## src/rtl/serial_subtractor.sv

```systemverilog
// Bit-serial A - B: one full-subtractor cell, registered borrow, LSB first, WIDTH cycles per result.
// Optional signed-overflow flag compiled in with SERIAL_SUB_OVF_EN; without it ovf is tied to 0.
module serial_subtractor #(
  parameter int WIDTH = 8
) (
  input  logic             clk,
  input  logic             rst_n,
  input  logic             in_valid,
  output logic             in_ready,
  input  logic [WIDTH-1:0] a,
  input  logic [WIDTH-1:0] b,
  output logic             out_valid,
  input  logic             out_ready,
  output logic [WIDTH-1:0] diff,
  output logic             bout,
  output logic             ovf,
  output logic             busy
);

  localparam int CW = $clog2(WIDTH + 1);

  typedef enum logic [1:0] {IDLE, RUN, DONE} state_t;

  state_t           state, state_next;
  logic [WIDTH-1:0] sa, sb, sr, sr_shift, d_msb;
  logic [WIDTH-1:0] diff_q;
  logic             br, bout_q;
  logic [CW-1:0]    cnt;
  logic             x, y, d, br_next, last, accept;

  assign x       = sa[0];
  assign y       = sb[0];
  assign d       = x ^ y ^ br;
  assign br_next = (~x & y) | (~(x ^ y) & br);
  assign last    = (cnt == CW'(WIDTH - 1));
  assign accept  = in_valid && (state == IDLE);

  always_comb begin
    d_msb            = '0;
    d_msb[WIDTH-1]   = d;
    sr_shift         = (sr >> 1) | d_msb;
  end

  always_ff @(posedge clk or negedge rst_n) begin
    if (!rst_n) state <= IDLE;
    else        state <= state_next;
  end

  always_comb begin
    state_next = state;
    case (state)
      IDLE:    if (in_valid)  state_next = RUN;
      RUN:     if (last)      state_next = DONE;
      DONE:    if (out_ready) state_next = IDLE;
      default:                state_next = IDLE;
    endcase
  end

  always_comb begin
    in_ready  = (state == IDLE);
    out_valid = (state == DONE);
    busy      = (state != IDLE);
  end

  // Result is copied out on the final bit so it survives the SR clear at the next accept.
  always_ff @(posedge clk or negedge rst_n) begin
    if (!rst_n) begin
      sa     <= '0;
      sb     <= '0;
      sr     <= '0;
      br     <= 1'b0;
      cnt    <= '0;
      diff_q <= '0;
      bout_q <= 1'b0;
    end else if (accept) begin
      sa  <= a;
      sb  <= b;
      sr  <= '0;
      br  <= 1'b0;
      cnt <= '0;
    end else if (state == RUN) begin
      sa  <= sa >> 1;
      sb  <= sb >> 1;
      sr  <= sr_shift;
      br  <= br_next;
      cnt <= cnt + CW'(1);
      if (last) begin
        diff_q <= sr_shift;
        bout_q <= br_next;
      end
    end
  end

  assign diff = diff_q;
  assign bout = bout_q;

`ifdef SERIAL_SUB_OVF_EN
  logic ovf_r;

  // On the final bit x/y are the operand sign bits.
  always_ff @(posedge clk or negedge rst_n) begin
    if (!rst_n)                      ovf_r <= 1'b0;
    else if ((state == RUN) && last) ovf_r <= (x != y) && (d != x);
  end

  assign ovf = ovf_r;
`else
  assign ovf = 1'b0;
`endif

endmodule
```

## config.mk

```make
export PLATFORM = sky130hd
export DESIGN_NAME = serial_subtractor
export DESIGN_NICKNAME = d
export VERILOG_FILES = /design/src/rtl/serial_subtractor.sv
export SDC_FILE = /design/constraint.sdc
export NUM_CORES = 1
export LEC_CHECK = 0
export BUFFER_PORTS_ARGS = -buffer_cell sky130_fd_sc_hd__buf_2
export CAP_MARGIN = 20
export CORE_MARGIN = 8
export CORE_UTILIZATION = 46
export CTS_CLUSTER_DIAMETER = 100
export DETAILED_ROUTE_END_ITERATION = 7
export PLACE_DENSITY = 0.68
export SLEW_MARGIN = 20
export SYNTH_ARGS = -nofsm -noshare
export SYNTH_HDL_FRONTEND = slang
export SYNTH_SLANG_ARGS = --single-unit
```

## constraint.sdc

```tcl
create_clock -name clk -period 3.4 [get_ports clk]
set_input_delay 0.68 -clock clk [delete_from_list [all_inputs] [get_ports clk]]
set_output_delay 0.68 -clock clk [all_outputs]
set_load 0.05 [all_outputs]
```

# == Word-level counts from Yosys, hierarchy flattened ==
# Index checks and enable logic that the tools add are counted.
# Widths: inputs -> output; s select.
# word_totals
ff_bits,40
wordCells,44
output_inout_bits,13
inputBits,20
# classes
bitwise,9
mux,14
eq_ne,6
addsub,1
reduce_logical,6
# op_table
operator,n
$mux 8,6
$mux 4,2
$or 7x8->8,1
$mux 2,3
$pmux 2 s3,1
$reduce_and 3->1,2
$add 4x1->4 const B,1
$eq 4x3->1 const B,1
$ne 2x2->1 const B,2
$reduce_bool 2->1,2
$not 1->1,3
$and 1x1->1,2
$eq 2x1->1 const B,1
$eq 2x2->1 const B,1
$logic_not 2->1,1
$mux 1,2
$ne 2x1->1 const B,1
$xor 1x1->1,2
$logic_and 1x1->1,1
$or 1x1->1,1

# == Logic depth before layout (Yosys ltp) ==
# Gate-level depths: netlist of the first run.
# logic_depth
depth_word,6
depth_mapped,5

# == Least setup slack after synthesis of the first run ==
# OpenSTA, ideal clock, no wires.
# synth_path
path_kind,flip-flop to output port
start,register state[0]
end,output busy
stages_incl_launch_ff,3
required_ps,2720
path_slack_ps,1155
t_arrival_ps,1565
path_cell_list,dfrtp_1 nor2_1 inv_1
# synth_via
elab_chain_len,1
# synth_rtl
element,line_no,rtl
start: declaration,24,"state_t state, state_next;"
start signal: assignment,46,else state <= state_next;
$reduce_bool 2->1,62,busy = (state != IDLE);
end: declaration,17,output logic busy
# No other way between the ends.

# == Worst setup path in the final report of the first run ==
# layout_path
start,register state[0]
end,"register diff_q[7], in the netlist diff[7]"
# layout_via
elab_chain_len,4
elab_cells_between_ends,5
classes_between,eq/ne: 1; bitwise: 1; reduce/logical: 3
# layout_rtl
element,line_no,rtl
$logic_not 2->1,36,assign accept = in_valid && (state == IDLE);
$logic_and 1x1->1,36,
$not 1->1 (no source line),n/a,
$reduce_and 3->1 (no source line) *,n/a,
end signal: assignment,88,diff_q <= sr_shift;
end: declaration,26,logic [WIDTH-1:0] diff_q;
# Every way passes the cells marked *; elsewhere a longest branch is shown, timed or not.
# A chain may end at the register's enable or synchronous reset.

==> metrics, run 1 <==
Inserted Clock Buffers 5; Area growth, synth to finish 14.8%; worst-case clock buffer depth 2; RSZ-0062 raised after global routing no; PortBufs 31; die width 76.8 um; leakage 0.982 nW; Least-Margin Pin Slew 0.864 ns; slowest cell delay on critical path 0.54 ns; Slew HR 0.423; status finished, final reports clean; PD cells 1040 nW/um^2; Worst setup SP type flop; Final Cell Area 1950 um^2; # rows 22; Reg2Reg Capture Point diff[7]; fmax 520 MHz; I/O pin count 33; yosys warns 0; Worst EP arrival 2.10 ns; Core Area 3610 um^2; Cell Area, Synth 1700 um^2; latest clock arrival within the worst-skew pair 0.29 ns; # clock sinks 39; GRT Residual Overflow 0; WP data required 3.57 ns; DP Worst Slack 1.26 ns; largest net degree at the start of global routing 40; critical path's top delay family simple AND/OR/NAND/NOR gates; worst hold path type in2async; synthesized area per cell 9.99 um^2; total inserted antenna cells 0; initial antenna violation count 0; H-tree Lvls 2; DRT antenna net count 0; first-pass GRT wire length 6050 um; CP Capture Type flop; Hold-fix buffers, CTS 0; number of max-cap violations 0; period utilisation layout 0.566; CTS tree done; Wirelength per Cell 14.0 um; Worst Clk Skew 0.00272 ns; post-cts resize count 0; Crit Path Category reg2reg; largest fanout on the critical path 25; die area 5890 um^2; syn_nets 192; Register-to-Register Path Depth 4; Max VDD drop 0.000378 V; Synth Register Bits 39; Hold Violations, Final 0; DIE HEIGHT 76.8 um; area post-placement 1850 um^2; Bufs and invs on worst path 1; Final HPWL DP 2350 um; CP max stage cell and4b_1; count of pins over their slew limit 0; total number of vias 1,280; Final min period 1.92 ns; Setup violations, final 0; postcts setup bufs 0; detailed-route vias per instance 5.20; clock root buffer clkbuf_8; R2R Path Start state[0]; DR iter-0 viols 77; gp weighted congestion 0.711; post-synthesis sequential area ratio 0.574; drt drc 0; first-pass detailed-route iteration total 4; global-route total usage across every layer 0.125; vias in the first global route 1,388; Clock Pin Slew Worst Setup and Hold Paths 0.07 ns; setup TNS 0 ns; Synth cell types 29; Worst R2R Setup Slack 1.48 ns; initial core utilization 0.471; final worst-path setup slack 1.48 ns; nets@finish 219; layout cell share with drive strength beyond 1 0.247; Syn Inst Count 170; final WL 3440 um; worst-path cell chain nor2b_2 -> buf_4 -> and4b_1 -> mux2_2
## metal layers
| metal | part of all wire | track usage | wire, um |
|---|---|---|---|
| met1 | 0.44 | 0.139 | 1500 |
| met2 | 0.49 | 0.209 | 1670 |
| met3 | 0.067 | 0.0501 | 229 |
| met4 | 0.013 | 0.0423 | 43 |
| met5 | 0 | 0 | 0 |
## synthesized netlist by cell type (all sizes together)
cell | n | share of area
a21o | 1 | 0.0044
a221o | 1 | 0.0059
a22oi | 2 | 0.0088
a31oi | 11 | 0.041
and3b | 1 | 0.0052
and4b | 1 | 0.0059
buf | 9 | 0.035
clkbuf | 3 | 0.0066
conb | 1 | 0.0022
dfrtp | 39 | 0.57
fa | 1 | 0.012
ha | 1 | 0.0074
inv | 5 | 0.011
mux2 | 8 | 0.053
mux2i | 2 | 0.012
nand2 | 45 | 0.099
nand3 | 15 | 0.044
nand3b | 1 | 0.0044
nand4 | 1 | 0.0037
nor2 | 12 | 0.027
nor2b | 2 | 0.0088
nor3 | 1 | 0.0029
nor3b | 1 | 0.0044
o21ai | 4 | 0.012
or2b | 1 | 0.0044
or3b | 1 | 0.0052
## stage by stage
stage	instances	hold slack [ns]	util	power [mW]
final	246	0.493	0.541	2.04
after floorplan	170	0.384	-	1.52
after global placement	238	0.470	0.513	1.67
after detailed placement	238	0.485	0.513	1.72
after global routing	246	0.535	0.541	2.19
after CTS	246	0.503	0.541	2.06
## worst reg2reg max path: stages (launching register included)
cell	delay (ns)
dfrtp_1	0.43
nor2b_2	0.16
buf_4	0.27
and4b_1	0.54
mux2_2	0.40
## area by class of cell
type | count | area, um^2
clock buffers | 8 | 100
multi-input cells | 114 | 633
fillers | 340 | 1660
repair buffers | 32 | 163
flip-flops and latches | 39 | 976
inverters | 5 | 18.8
well taps | 48 | 60.1
## how the worst max path moves through the flow
stage / start / to / slack, ns / cells after the start
2_1_floorplan: state[0] / busy / 1.15 / 2
3_3_place_gp: in_valid / state[0] / 1.34 / 3
3_5_place_dp: in_valid / state[0] / 1.26 / 3
4_1_cts: state[0] / diff[7] / 1.47 / 4
5_1_grt: state[0] / diff[7] / 1.35 / 4
6_report: state[0] / diff[7] / 1.48 / 4
## cells by family (layout without fill, tap and decap cells)
logic type / count (synthesis) / in the layout / share of synthesized area
simple gates: 82 / 82 / 0.215
flops: 39 / 39 / 0.574
compound gates: 19 / 19 / 0.0714
buf+inv: 17 / 45 / 0.0530
mux: 10 / 10 / 0.0648
fa+ha+maj: 2 / 2 / 0.0191
other cells: 1 / 1 / 0.00221
## layout by cell type, fill, tap and decap left out
| master | count |
|---|---|
| clkbuf_1 | 1 |
| nor2_1 | 12 |
| nand3b_1 | 1 |
| and3b_1 | 1 |
| mux2i_1 | 2 |
| conb_1 | 1 |
| buf_4 | 1 |
| inv_1 | 5 |
| a21o_1 | 1 |
| clkbuf_8 | 7 |
| mux2_2 | 8 |
| a22oi_1 | 2 |
| ha_1 | 1 |
| nand3_1 | 15 |
| a31oi_1 | 11 |
| nor3b_1 | 1 |
| fa_1 | 1 |
| or2b_1 | 1 |
| dfrtp_1 | 39 |
| nand2_1 | 45 |
| nand4_1 | 1 |
| or3b_2 | 1 |
| nor2b_1 | 1 |
| nor2b_2 | 1 |
| o21ai_0 | 4 |
| nor3_1 | 1 |
| and4b_1 | 1 |
| buf_2 | 31 |
| a221o_1 | 1 |
## flip-flops by register name (all words and copies together), names as in the netlist
name	cells
state	2
bout	1
diff	8
sa	8
sr	7
br	1
sb	8
cnt	4
## power by group
part	switching, mW	leakage, nW	internal, mW
registers	0.136	0.481	0.684
clock network	0.152	0.0515	0.185
logic	0.595	0.450	0.285
total	0.883	0.982	1.15
Note: power is estimated with default switching activity, not from simulation.
==> run 2: changes to the inputs <==
--- a/config.mk
+++ b/config.mk
@@ -11,7 +11,7 @@
 export CORE_UTILIZATION = 46
 export CTS_CLUSTER_DIAMETER = 100
 export DETAILED_ROUTE_END_ITERATION = 7
-export PLACE_DENSITY = 0.68
+export PLACE_DENSITY = 0.71
 export SLEW_MARGIN = 20
 export SYNTH_ARGS = -nofsm -noshare
 export SYNTH_HDL_FRONTEND = slang
==> constraint.sdc (replaced) <==
create_clock -name clk -period 1.6 [get_ports clk]
set_input_delay 0.32 -clock clk [delete_from_list [all_inputs] [get_ports clk]]
set_output_delay 0.32 -clock clk [all_outputs]
set_load 0.05 [all_outputs]
==> run 2 against run 1 <==
Net effect:
- critical path depth is 2 lower
- routed wire length is 0.38% higher
- first-iteration DRC count is 17% lower
- sequential cell count stayed put
- global-route usage is 0.41 points higher
- sequential share of layout area is 1.8 points lower
- cell count is 2.0% higher
- hold slack worse by 0.43 ns
- non-clock buffer count is 5 higher
- critical endpoint is now out_valid
==> metrics, run 2 (synthesis results as in run 1) <==
status finished, final reports clean; setup TNS 0 ns; worst-case clock buffer depth 2; crit path capture out_valid; # clock sinks 39; largest net degree at the start of global routing 40; slowest cell delay on critical path 0.45 ns; Final HPWL DP 2300 um; initial antenna violation count 0; period utilisation layout 0.944; Worst EP arrival 1.19 ns; Worst Clk Skew 0.00792 ns; Register-to-Register Path Depth 4; count of pins over their slew limit 0; Worst setup SP type flop; end-of-flow core utilization 0.561; Worst path depth 2; Inserted Clock Buffers 5; CTS tree done; initial core utilization 0.471; Clock Pin Slew Worst Setup and Hold Paths 0.08 ns; Bufs and invs on worst path 1; I/O pin count 33; Wirelength per Cell 13.7 um; Max VDD drop 0.00108 V; Worst R2R Setup Slack 0.14 ns; gp weighted congestion 0.773; DR iter-0 viols 64; Final min period 1.51 ns; PortBufs 31; clock root buffer clkbuf_8; Setup violations, final 0; global-route total usage across every layer 0.129; layout cell share with drive strength beyond 1 0.271; worst-path cell chain nor2b_1 -> clkbuf_4; first-pass detailed-route iteration total 4; H-tree Lvls 2; Crit Path Category reg2out; first-pass GRT wire length 6270 um; Reg2Reg Capture Point diff[7]; Area growth, synth to finish 19.1%; start point of the critical path state[1]; area post-placement 1900 um^2; largest fanout on the critical path 7; GRT Residual Overflow 0; Hold Violations, Final 0; Tot Pwr 4.54 mW; DRT antenna net count 0; CP max stage cell dfrtp_1; detailed-route vias per instance 5.19; drt drc 0; number of max-cap violations 0; final worst-path setup slack 0.0889 ns; # rows 22; die width 76.8 um; vias in the first global route 1,337; Final Cell Area 2020 um^2; critical path's top delay family flip-flops; Hold-fix buffers, CTS 0; die area 5890 um^2; Core Area 3610 um^2; worst hold path type in2async; DIE HEIGHT 76.8 um; leakage 1.02 nW; most frequent cells in the layout 45 x nand2_1, 39 x dfrtp_1, 30 x buf_2; final WL 3450 um; latest clock arrival within the worst-skew pair 0.29 ns; nets@finish 224; most common cell after layout, fill and taps aside nand2_1; total number of vias 1,303; R2R Path Start state[0]; RSZ-0062 raised after global routing no; WP data required 1.28 ns; PD cells 2240 nW/um^2; CP Capture Type output port; DP Worst Slack 0.153 ns; fmax 662 MHz; total inserted antenna cells 0
==> run 2: where the power goes <==
group	internal (mW)	leakage, nW	switching [mW]
logic	0.664	0.480	1.29
clock network	0.504	0.0612	0.337
registers	1.45	0.481	0.285
==> run 2: routing by layer <==
| layer | global-route usage | wire, um |
|---|---|---|
| met5 | 0 | 0 |
| met2 | 0.206 | 1680 |
| met3 | 0.0326 | 166 |
| met1 | 0.156 | 1540 |
| met4 | 0.0635 | 66 |
==> run 2: cell type report <==
class                           instances  area (um^2)
Fill cell                             324         1580
Sequential cell                        39          976
Multi-Input combinational cell        114          636
Timing Repair Buffer                   37          215
Clock buffer                            6         82.6
Tap cell                               48         60.1
Clock inverter                          2         35.0
Inverter                                5         18.8
==> run 2: worst register-to-register path, cell delays in order, from the launching register on <==
cell	delay, ns
dfrtp_1	0.44
nor2b_2	0.18
and4b_1	0.18
buf_4	0.19
mux2_2	0.36
==> run 2: worst min path at each step <==
stage / to / slack [ns] / cells after the start
2_1_floorplan: bout / 0.02 / 0
3_3_place_gp: sb[1] / 0.39 / 2
3_5_place_dp: sb[4] / 0.40 / 2
4_1_cts: sb[4] / 0.07 / 2
5_1_grt: sb[3] / 0.11 / 2
6_report: sb[3] / 0.06 / 2
==> run 2: what timing repair did <==
action	in CTS	in global routing
setup buffers	0	0
setup endpoints to repair	0	1
gates resized for setup	0	1
==> run 2: metrics by stage <==
step           hold WS [ns]  cells
6_report             0.0648    251
5_1_grt               0.108    251
4_1_cts              0.0744    251
3_5_place_dp          0.396    243
3_3_place_gp          0.388    243
2_1_floorplan        0.0244    170
==> run 3: changes to the inputs <==
--- a/config.mk
+++ b/config.mk
@@ -11,7 +11,7 @@
 export CORE_UTILIZATION = 46
 export CTS_CLUSTER_DIAMETER = 100
 export DETAILED_ROUTE_END_ITERATION = 7
-export PLACE_DENSITY = 0.71
+export PLACE_DENSITY = 0.79
 export SLEW_MARGIN = 20
 export SYNTH_ARGS = -nofsm -noshare
 export SYNTH_HDL_FRONTEND = slang
==> run 3 against run 2 <==
Net effect:
- highest routed layer unchanged
- power fell by 3.4%
- critical path type unchanged
- largest cell class unchanged
- global-route usage rose by 0.20 points
- first-iteration DRC count rose by 64%
- sequential power barely moved
- clock skew fell by 0.0032 ns
- clock power fell by 15%
- hold slack improved by 0.0075 ns
==> metrics, run 3 (synthesis results as in run 1) <==
status finished, final reports clean; largest fanout on the critical path 7; largest net degree at the start of global routing 40; # clock sinks 39; R2R Path Start state[0]; DRT antenna net count 0; most common cell after layout, fill and taps aside nand2_1; most frequent cells in the layout 45 x nand2_1, 38 x dfrtp_1, 30 x buf_2; Max VDD drop 0.000872 V; DP Worst Slack 0.127 ns; Sw Pwr 1.88 mW; I/O pin count 33; Crit Path Category reg2out; clock root buffer clkbuf_8; PortBufs 31; Register-to-Register Path Depth 4; count of pins over their slew limit 0; Inserted Clock Buffers 5; Int Power 2.51 mW; first-pass detailed-route iteration total 4; Reg2Reg Capture Point diff[7]; Finished Layout Cells 251; GRT Residual Overflow 0; RSZ-0062 raised after global routing no; number of max-cap violations 0; clock network fraction of total power 0.163; first-pass GRT wire length 6140 um; register share of total power 0.396; final WL 3440 um; die width 76.8 um; # rows 22; period utilisation layout 0.933; latest clock arrival within the worst-skew pair 0.29 ns; initial antenna violation count 0; Wirelength per Cell 13.7 um; layout cell share with drive strength beyond 1 0.271; worst-case clock buffer depth 2; Worst Clk Skew 0.00470 ns; vias in the first global route 1,339; Worst R2R Setup Slack 0.14 ns; total number of vias 1,311; CP Capture Type output port; Core Area 3610 um^2; setup TNS 0 ns; detailed-route vias per instance 5.22; PD cells 2180 nW/um^2; Worst EP arrival 1.17 ns; Area growth, synth to finish 18.1%; fmax 670 MHz; initial core utilization 0.471; dpl cells 243; drt drc 0; total inserted antenna cells 0; worst hold path type in2async; CTS tree done; nets@finish 224; DR iter-0 viols 105; WP data required 1.28 ns; leakage 1.01 nW; final worst-path setup slack 0.108 ns; global-route total usage across every layer 0.131; Worst setup SP type flop; Clock Pin Slew Worst Setup and Hold Paths 0.07 ns; Sw Share 0.428; start point of the critical path state[0]; Comb pwr share 0.441; Final HPWL DP 2410 um; H-tree Lvls 2; Final min period 1.49 ns; gp weighted congestion 0.743; die area 5890 um^2; Hold Violations, Final 0; DIE HEIGHT 76.8 um; Setup violations, final 0
==> run 3: cell count changes in the layout (fill, tap and decap cells not counted), sizes merged <==
cell,delta
bufinv,-1
clkbuf,+2
clkinv,-1
==> run 3: area by class of cell <==
type | count | area [um^2]
fillers | 326 | 1600
flip-flops and latches | 39 | 977
multi-input cells | 114 | 636
repair buffers | 37 | 215
clock buffers | 8 | 100
well taps | 48 | 60.1
inverters | 5 | 18.8
==> run 3: worst max-delay path by stage <==
stage,to,slack (ns),depth (start not counted)
after floorplan,busy,0.02,2
after global placement,diff[4],0.18,4
after detailed placement,diff[7],0.13,4
after CTS,out_valid,0.04,2
after global routing,out_valid,0.03,2
final,out_valid,0.11,2
==> run 3: power by group through the flow <==
stage / Combinational, mW / Sequential [mW] / Clock (mW)
6_report: 1.93 / 1.74 / 0.715
2_1_floorplan: 1.15 / 2.09 / 0
3_5_place_dp: 1.97 / 1.75 / 0
5_1_grt: 2.17 / 1.81 / 0.776
4_1_cts: 1.97 / 1.73 / 0.738
3_3_place_gp: 1.90 / 1.73 / 0
==> run 3: what timing repair did <==
| action | CTS | global route |
|---|---|---|
| setup buffers | 0 | 0 |
| gates resized for setup | 0 | 2 |
| setup endpoints to repair | 0 | 1 |
| hold buffers | 0 | 0 |
==> run 3: through the flow <==
step | instance area [um^2] | hold slack [ns] | utilization | power, mW
final | 2010 | 0.0723 | 0.557 | 4.38
after global routing | 2010 | 0.112 | 0.557 | 4.75
after CTS | 2000 | 0.0809 | 0.556 | 4.44
after detailed placement | 1900 | 0.401 | 0.528 | 3.72
after global placement | 1900 | 0.399 | 0.528 | 3.63
after floorplan | 1700 | 0.0244 | - | 3.23
==> run 3: critical path: stages, from the launching register on <==
cell	delay, ns
dfrtp_1	0.44
nor2b_1	0.18
clkbuf_4	0.26
==> run 3: metal layers <==
metal	part of all wire	wire [um]	global-route usage
met4	0.027	93	0.106
met5	0	0	0
met2	0.47	1620	0.186
met1	0.43	1490	0.157
met3	0.068	234	0.0431
